### src/rtl/m_dm_store_pkg.sv
// Shared store-path definitions: DM access opcodes and the lane-aligned payload of a queued store.
package m_dm_store_pkg;
  typedef enum logic [1:0] {
    dmWord = 2'b00,
    dmByte = 2'b01,
    dmHalf = 2'b10,
    dmNone = 2'b11
  } dmOp_t;

  typedef struct packed {
    logic [31:0] wdata;
    logic [3:0]  byteen;
  } laneData_t;

  // Replicates a byte across all four lanes so any byte enable picks the right copy.
  function automatic logic [31:0] replicateByte(input logic [7:0] b);
    return {4{b}};
  endfunction
endpackage

### src/rtl/m_dm_store_align.sv
// Combinational store alignment: places rt data on the word lanes and derives byte enables.
module m_dm_store_align
  import m_dm_store_pkg::*;
(
  input  logic [1:0]  addrLo,
  input  logic [31:0] data,
  input  logic [1:0]  op,
  output logic [3:0]  byteen,
  output logic [31:0] wdata,
  output logic        bad
);
  always_comb begin
    byteen = 4'b0000;
    wdata  = data;
    bad    = 1'b0;
    case (dmOp_t'(op))
      dmWord: begin
        byteen = 4'b1111;
        bad    = (addrLo != 2'b00);
      end
      dmHalf: begin
        byteen = addrLo[1] ? 4'b1100 : 4'b0011;
        wdata  = {2{data[15:0]}};
        bad    = addrLo[0];
      end
      dmByte: begin
        byteen = 4'b0001 << addrLo;
        wdata  = replicateByte(data[7:0]);
      end
      default: bad = 1'b1;
    endcase
  end
endmodule

### src/rtl/m_dm_store_buffer.sv
// M-stage store buffer: aligns sw/sh/sb requests, queues them in a small FIFO and drains them
// to data memory over valid/ready; misaligned requests are dropped and flagged.
module m_dm_store_buffer
  import m_dm_store_pkg::*;
#(
  parameter int DEPTH = 2,
  parameter int AW    = 32
) (
  input  logic                     clk,
  input  logic                     reset,
  input  logic                     req_valid,
  output logic                     req_ready,
  input  logic [AW-1:0]            req_addr,
  input  logic [31:0]              req_data,
  input  logic [1:0]               req_op,
  output logic                     mem_valid,
  input  logic                     mem_ready,
  output logic [AW-1:0]            mem_addr,
  output logic [31:0]              mem_wdata,
  output logic [3:0]               mem_byteen,
  output logic                     misalign,
  output logic [$clog2(DEPTH):0]   count
);
  localparam int PW = $clog2(DEPTH);
  localparam int CW = PW + 1;

  logic [3:0]    alignByteen;
  logic [31:0]   alignWdata;
  logic          alignBad;
  logic          accept;
  logic          push;
  logic          pop;
  logic [PW-1:0] rdPtrReg;
  logic [PW-1:0] wrPtrReg;
  logic [CW-1:0] countReg;
  logic          misalignReg;

  logic [AW-3:0] addrMem [DEPTH];
  laneData_t     laneMem [DEPTH];

  m_dm_store_align uAlign (
    .addrLo (req_addr[1:0]),
    .data   (req_data),
    .op     (req_op),
    .byteen (alignByteen),
    .wdata  (alignWdata),
    .bad    (alignBad)
  );

  assign req_ready = (countReg != CW'(DEPTH));
  assign accept    = req_valid && req_ready;
  assign push      = accept && !alignBad;
  assign pop       = mem_valid && mem_ready;

  assign mem_valid  = (countReg != '0);
  assign mem_addr   = {addrMem[rdPtrReg], 2'b00};
  assign mem_wdata  = laneMem[rdPtrReg].wdata;
  assign mem_byteen = laneMem[rdPtrReg].byteen;
  assign misalign   = misalignReg;
  assign count      = countReg;

  // Entry storage is not reset: reset only empties the queue via the pointers and count.
  for (genvar gi = 0; gi < DEPTH; gi++) begin : gEntry
    always_ff @(posedge clk) begin
      if (push && (wrPtrReg == PW'(gi))) begin
        addrMem[gi] <= req_addr[AW-1:2];
        laneMem[gi] <= '{wdata: alignWdata, byteen: alignByteen};
      end
    end
  end

  always_ff @(posedge clk or posedge reset) begin
    if (reset) begin
      rdPtrReg    <= '0;
      wrPtrReg    <= '0;
      countReg    <= '0;
      misalignReg <= 1'b0;
    end else begin
      // op 11 is silently dropped; only genuinely misaligned sh/sw raise the exception pulse.
      misalignReg <= accept && alignBad && (dmOp_t'(req_op) != dmNone);
      if (push) wrPtrReg <= wrPtrReg + PW'(1);
      if (pop)  rdPtrReg <= rdPtrReg + PW'(1);
      case ({push, pop})
        2'b10:   countReg <= countReg + CW'(1);
        2'b01:   countReg <= countReg - CW'(1);
        default: countReg <= countReg;
      endcase
    end
  end
endmodule

### config.mk
export PLATFORM = sky130hd
export DESIGN_NAME = m_dm_store_buffer
export DESIGN_NICKNAME = d
export VERILOG_FILES = /design/src/rtl/m_dm_store_pkg.sv /design/src/rtl/m_dm_store_align.sv /design/src/rtl/m_dm_store_buffer.sv
export SDC_FILE = /design/constraint.sdc
export NUM_CORES = 1
export LEC_CHECK = 0
export CAP_MARGIN = 20
export CORE_AREA = 2 2 94 133
export CTS_BUF_LIST = sky130_fd_sc_hd__clkbuf_16
export DETAILED_ROUTE_END_ITERATION = 12
export DIE_AREA = 0 0 96 135
export PLACE_DENSITY = 0.78
export SLEW_MARGIN = 20
export SYNTH_ARGS = -nofsm -noshare
export SYNTH_HDL_FRONTEND = slang
export SYNTH_SLANG_ARGS = --single-unit
### constraint.sdc
create_clock -name clk -period 5.4 [get_ports clk]
set_clock_uncertainty 0.15 [all_clocks]
set_input_delay 1.08 -clock clk [delete_from_list [all_inputs] [get_ports clk]]
set_output_delay 1.08 -clock clk [all_outputs]
set_load 0.1 [all_outputs]
==> results of run 1 <==
## through the flow
| step | TNS, ns | area [sq um] | instances | util (%) |
|---|---|---|---|---|
| CTS | 0 | 7710 | 624 | 65.88 |
| global placement | 0 | 7191 | 593 | 61.45 |
| global route | 0 | 7710 | 624 | 65.88 |
| floorplan | -31.91 | 5653 | 319 | - |
| finish | 0 | 7710 | 624 | 65.88 |
| detailed placement | 0 | 7191 | 593 | 61.45 |
## how the worst min path moves through the flow
| stage | startpoint | to | slack [ns] | cells past startpoint |
|---|---|---|---|---|
| 2_1_floorplan | wrPtrReg | wrPtrReg | 0.32 | 1 |
| 3_3_place_gp | count[1] | count[1] | 0.36 | 1 |
| 3_5_place_dp | count[1] | count[1] | 0.37 | 1 |
| 4_1_cts | count[1] | count[1] | 0.38 | 1 |
| 5_1_grt | count[1] | count[1] | 0.42 | 1 |
| 6_report | count[1] | count[1] | 0.37 | 1 |
## layer usage
layer	wire length [um]	global-route usage, %
met2	5978	29.94
met4	174	6.825
met1	4347	20.27
met5	0	0
met3	424	4.353
## logic make-up (layout without fill, tap and decap cells)
kind of cell | after synthesis | count (layout) | synth area share, %
DFF | 137 | 137 | 72.38
buffers and inverters | 31 | 189 | 2.857
xor gates and xnor gates | 5 | 5 | 0.7753
AOI/OAI and AO/OA | 41 | 41 | 5.006
adders and majority gates | 6 | 6 | 1.329
other | 1 | 2 | 0.06638
and+or+nand+nor | 31 | 31 | 2.436
muxes | 66 | 66 | 15.15
## cell usage in the layout (no fill, tap or decap), types with 3 or more instances in the layout
cell,synthesis,routed
sky130_fd_sc_hd__clkdlybuf4s50_1,0,140
sky130_fd_sc_hd__edfxtp_1,132,132
sky130_fd_sc_hd__mux2_2,36,36
sky130_fd_sc_hd__mux2_4,30,30
sky130_fd_sc_hd__inv_1,14,17
sky130_fd_sc_hd__clkbuf_16,0,17
sky130_fd_sc_hd__nor2_1,14,12
sky130_fd_sc_hd__a21oi_1,12,12
sky130_fd_sc_hd__nand2_1,9,9
sky130_fd_sc_hd__a22oi_1,8,8
sky130_fd_sc_hd__o22ai_1,8,8
sky130_fd_sc_hd__a22o_1,8,8
sky130_fd_sc_hd__ha_1,6,6
sky130_fd_sc_hd__clkinv_2,0,5
sky130_fd_sc_hd__dfrtp_1,5,4
sky130_fd_sc_hd__xnor2_1,3,3
sky130_fd_sc_hd__clkinv_1,0,3
sky130_fd_sc_hd__buf_4,3,3
## flip-flops by register name, summed over array words and instances, names as in the netlist
| signal | cells |
|---|---|
| addrMem | 60 |
| count | 2 |
| laneMem | 72 |
| misalign | 1 |
| rdPtrReg | 1 |
| wrPtrReg | 1 |
## worst max-delay path, stage by stage, from the launching register on
cell,delay (ns)
sky130_fd_sc_hd__dfrtp_4,1.13
sky130_fd_sc_hd__mux2_2,0.33
sky130_fd_sc_hd__clkdlybuf4s50_1,1.13
## cell type report
| class | count | area (sq um) |
|---|---|---|
| fill | 831 | 3993 |
| multi-input combinational | 151 | 1418 |
| clock inverter | 14 | 93.84 |
| tap | 147 | 183.9 |
| timing repair buffer | 144 | 1444 |
| sequential | 137 | 4093 |
| clock buffer | 17 | 425.4 |
| inverter | 14 | 52.55 |
==> metrics list, run 1 <==
- Top-area cell type share of the netlist area: about 70%
* Ratio of cells with drive above 1 in the final layout: a little over a fifth
* Wire length of the first global-routing pass: 16.46 mm
- After technology mapping, the gate count stands at 318.
* Fraction of the yosys area taken by sequential cells: 72.38%
- The clock reaches the later pin of the worst-skew pair after 0.40 ns.
- Wire length after detailed routing: 10.92 mm
* Final setup viols: 0
- The die is 135 um tall.
- The final count of hold timing violations is 0.
- The endpoint identified for the worst register-to-register timing path is laneMem[1][14].
- Number of buffer cells added on primary ports: 140
* X dimension of the die: 96 um
- Setup slack of the most critical reg-to-reg path: 3.16 ns
- # resized after CTS: 0
* Netlist area before placement: 5649 sq um
- TritonCTS built the clock tree.
- Number of buffers created by CTS: 17
* Final critical delay including setup and external delays: between 4 and 5 ns
- The detail route stage leaves a number of antenna-violating nets equal to 0.
- Hold timing on the final database bottoms out at a slack of 0.3724 ns.
- In this run the critical register-to-register path is launched from count[0].
- Max Freq: 235.1 MHz
* Type of element capturing the critical path: primary output
* H-Tree Level Count: 4
* Startpoint kind of the worst setup timing path: flip-flop
* Most instantiated flip-flop cell in the synthesis netlist: sky130_fd_sc_hd__edfxtp_1
- Clock-pin slew on the worst setup and hold paths: 0.05 ns
- The commonest cells after synthesis are sky130_fd_sc_hd__edfxtp_1, sky130_fd_sc_hd__mux2_2, sky130_fd_sc_hd__mux2_4.
- Share of the cycle needed by the critical path after routing: just under 80%
* Final nets: 541
- The initial utilization of the core area, before any placement, comes to between 40% and 50%.
* Worst-Margin Slew: 1.072 ns
- Run status: finished clean
- Number of distinct standard cells referenced by the synthesized netlist: 30
* Via count of the first global-routing pass: 3221
- Area of the core region: 11700 sq um
- Floorplan row count: 47
- RSZ-0062 raised after global routing: no
- Top fanout value on the critical path: 67
* Dominant cells by area after synthesis: sky130_fd_sc_hd__edfxtp_1, sky130_fd_sc_hd__mux2_4, sky130_fd_sc_hd__mux2_2
- The HPWL after detailed placement is 7.481 mm.
- Detail-routed net length per standard cell: 17.51 um
- The cell sitting at the root of the clock tree is a sky130_fd_sc_hd__clkbuf_16.
- Worst endpoint data arrival time: 3.02 ns
- Entering global routing, the biggest net connects 68 pins.
* DRC violations left: 0
* Total number of vias: 3145
* Synthesized area per cell: ~18 sq um
- Most common cell in the netlist: sky130_fd_sc_hd__edfxtp_1
- Antenna Cells: 0
- Total congestion overflow after global routing: 0
* Post-route setup slack: 1.147 ns
- The critical path ends at mem_addr[23].
- During synthesis, Yosys emitted a total of 0 warnings.
- The path class of the tightest hold or removal check is reg -> reg.
- Worst setup timing slack at the placement stage: roughly 1.3 ns
- Across every metal layer, demand over resource in global routing totals 17.29%.
- Number of antenna violations at the first check in global routing: 0
* Routability congestion estimate from global placement: 0.7907
- Clock tree synthesis found a total of between 100 and 150 sinks.
- Type of the worst setup path: reg -> out
- Drt first pass iters: 4
* Number of slew-limit violations in the final report: 0
- The number of hold buffers added after CTS was 0.
* Rel. slew slack: 28.53%
- The tool flagged a number of max-cap violations equal to 0.
- Counting cells, the worst reg-to-reg path comes to 4.
- The most critical setup path has its startpoint at rdPtrReg.
- After synthesis the netlist holds a flip-flop and latch count of 137.
* Layout-stage area growth over the synthesis result: 36.48%
- Counting flops with a built-in enable in the synthesized netlist gives 132.
- In the routed layout, each cell is associated on average with a via count of roughly 5.0.
- The floorplan step defined a die boundary enclosing 12960 sq um.
- Clk buf depth: 2
* Number of DRC markers in iteration 0: roughly 120
- In the synthesized netlist the async set-or-reset flop fraction comes to between 3 and 4%.
- For the worst setup path, the data required time is 4.17 ns.
- I/O pin cnt: 143
- Setup Buffers After CTS: 0
- Of all cell types, the one taking the most synthesized area is sky130_fd_sc_hd__edfxtp_1.
Power of run 1 is left out: the tool's default activity adds up to more than one toggle a clock period on the data nets, which glitch-free logic cannot reach.
==> inputs of run 2 (changes only) <==
Clock period 5.4 ns to 4.1 ns, I/O delays scaled along.
==> metrics list, run 2 (same netlist as run 1, synthesis figures left out) <==
* Run status: finished clean
- Number of antenna violations at the first check in global routing: 0 (unchanged)
* Worst reg-to-reg path cell count: 4 (unchanged)
* Via count of the first global-routing pass: 3371 (+4.7%)
- Number of DRC markers in iteration 0: 230 (+90%)
- CP Launch Point: rdPtrReg
- Floorplan row count: 47 (unchanged)
* Total routing resource utilization after global routing: 17.49% (+0.20 points)
- The count of instances resized after the clock tree is built came to 0 (unchanged).
- Post-detailed-route count of antenna-violating nets: 0 (unchanged)
* Post-route design area: 7630 sq um (-1.0%)
* Rel. slew slack: 34.20% (+5.7 points)
- Total congestion overflow after global routing: 0 (unchanged)
* Number of slew-limit violations in the final report: 0 (unchanged)
* Top fanout value on the critical path: 34 (-49%)
- The data required time of the worst path was 3.13 ns (-1.04 ns).
- The area of the die is 12960 sq um (unchanged).
- Number of hold buffers added after CTS: 0 (unchanged)
* Worst path cell trace: buf_4, mux2_2, buf_4
- Antenna Cells: 0 (unchanged)
- The wire length reported by the detailed router is 11.03 mm (+0.95%).
* Reg with most FFs: laneMem
- The count of clock tree sinks came to 137 (unchanged).
- The die extent in y came to 135 um (unchanged).
- The share of layout cells above drive strength 1 came to 35.98% (+15 points).
- Largest net degree at the start of global routing: 67 (-1.5%)
* Final nets: 542 (+0.18%)
- Clock Latency Late Sink: 0.41 ns (about the same)
- The path class of the tightest hold or removal check is reg -> reg.
* Drt first pass iters: 5 (+1)
- The starting density of the core came to 48.27% (unchanged).
- Number of buffer cells added on primary ports: 140 (unchanged)
- The utilization after layout was 65.20% (-0.68 points).
- Worst path most repeated cell: sky130_fd_sc_hd__buf_4
- The flip-flop count of the largest register, all copies and words added is 72 (unchanged).
* Crit Reg-Reg Startpoint: count[0]
* Wire length of the first global-routing pass: 16.56 mm (+0.59%)
- Startpoint kind of the worst setup timing path: flip-flop
- The number of cells traversed by the worst hold path is 1 (unchanged).
- Layout-stage area growth over the synthesis result: 35.06%
* Total number of vias: 3260 (+3.7%)
- Combined flip-flop and latch cell area: 4093 sq um (unchanged)
* Number of violations of the max-capacitance limit: 0 (unchanged)
- Clock-pin slew on the worst setup and hold paths: 0.06 ns (about the same)
* Cell at the root of the clock tree: sky130_fd_sc_hd__clkbuf_16
- The area taken by multi-input logic gates came to 1418 sq um (unchanged).
- Setup repair after global routing left no endpoint under its margin.
- Endpoint of the worst hold-timing path: count[1]
- X dimension of the die: 96 um (unchanged)
- Via-to-Cell Ratio: 5.216 (+3.5%)
- Final setup viols: 0 (unchanged)
- The largest individual stage delay along the critical path comes from the cell sky130_fd_sc_hd__dfrtp_4.
* Aggregate negative setup slack: 0 ns (unchanged)
* Detail-routed net length per standard cell: 17.64 um (+0.79%)
- The setup path with the least slack is of type reg -> out.
- Share of the cycle needed by the critical path after routing: 78.34%
- Delay of the slowest cell on the worst path: 0.81 ns (-0.32 ns)
- Clock tree from TritonCTS: built
- The worst endpoint data arrival time is 2.24 ns (-0.78 ns).
* Type of element capturing the critical path: primary output
- Most frequent standard cell in the layout excluding fill and tap cells: sky130_fd_sc_hd__edfxtp_1
- The buffering stage count on the worst path with inverters included was 2 (+1).
- Post-route setup slack: 0.8883 ns (-0.2586 ns)
- DRC violations left: 0 (unchanged)
- Clk buf depth: 2 (unchanged)
- Final hold violation count: 0 (unchanged)
- The worst setup slack for register-to-register paths came to 2.28 ns (-0.88 ns).
- Worst setup timing slack at the placement stage: 0.6512 ns (-0.6575 ns)
- For the finished layout, the period the worst path requires is around 3.2 ns.
- The number of fill cells came to 833 (+0.24%).
* Critical R2R Capture: laneMem[0][14]
* Area post-placement: 7046 sq um (-2.0%)
- H-Tree Level Count: 4 (unchanged)
- Half-perimeter wire length of the detailed placement result: 7.445 mm (-0.49%)
- Number of buffers created by CTS: 17 (unchanged)
- On the critical path the largest part of the delay comes from flip-flops.
- The worst hold path begins at count[1].
- Routability congestion estimate from global placement: 0.7716 (-2.4%)
- The standard cell core area came to 11700 sq um (unchanged).
- Derived from the worst setup path, the maximum achievable clock frequency is 311.4 MHz.
- The count of buffers added by post-CTS timing repair for setup is 0 (unchanged).
- The I/O pin count is 143 (unchanged).
* Worst-Margin Slew: 0.9839 ns (-0.08816 ns)
- Commonest cells after routing, fill and taps aside: sky130_fd_sc_hd__edfxtp_1, sky130_fd_sc_hd__clkdlybuf4s50_1, sky130_fd_sc_hd__buf_4
run 2: cell types whose count changed in the layout (fill, tap and decap cells not counted), sizes merged:
cell	previous run	this run
buf	4	71
bufinv	1	3
clkdlybuf4s50	140	74
clkinv	9	6
clkinvlp	1	4
inv	17	15
run 2: worst max path at each step:
stage,to,slack (ns),cells after the start
after floorplan,addrMem[0][0],-0.46,3
after global placement,addrMem[1][21],0.76,7
after detailed placement,addrMem[1][23],0.65,7
after CTS,mem_addr[2],0.84,3
after global routing,mem_addr[6],0.79,3
final,mem_addr[2],0.89,3
run 2: metrics by stage:
stage	instances	hold slack (ns)
finish	625	0.3788
global route	625	0.4353
CTS	625	0.3824
detailed placement	594	0.3717
global placement	594	0.3763
floorplan	319	0.3356
run 2: per-layer routing:
layer	track usage (%)	part of all wire (%)
met1	19.26	37
met5	0	0
met4	9.286	2.5
met3	5.301	6.4
met2	29.75	54
run 2: area by class of cell:
class                      count  area share [%]
inverter                      14          0.6888
timing repair buffer         145           17.02
clock inverter                14           2.083
multi-input combinational    151           18.58
sequential                   137           53.64
clock buffer                  17           5.576
tap                          147           2.411
Power of run 2 is left out for the same reason.
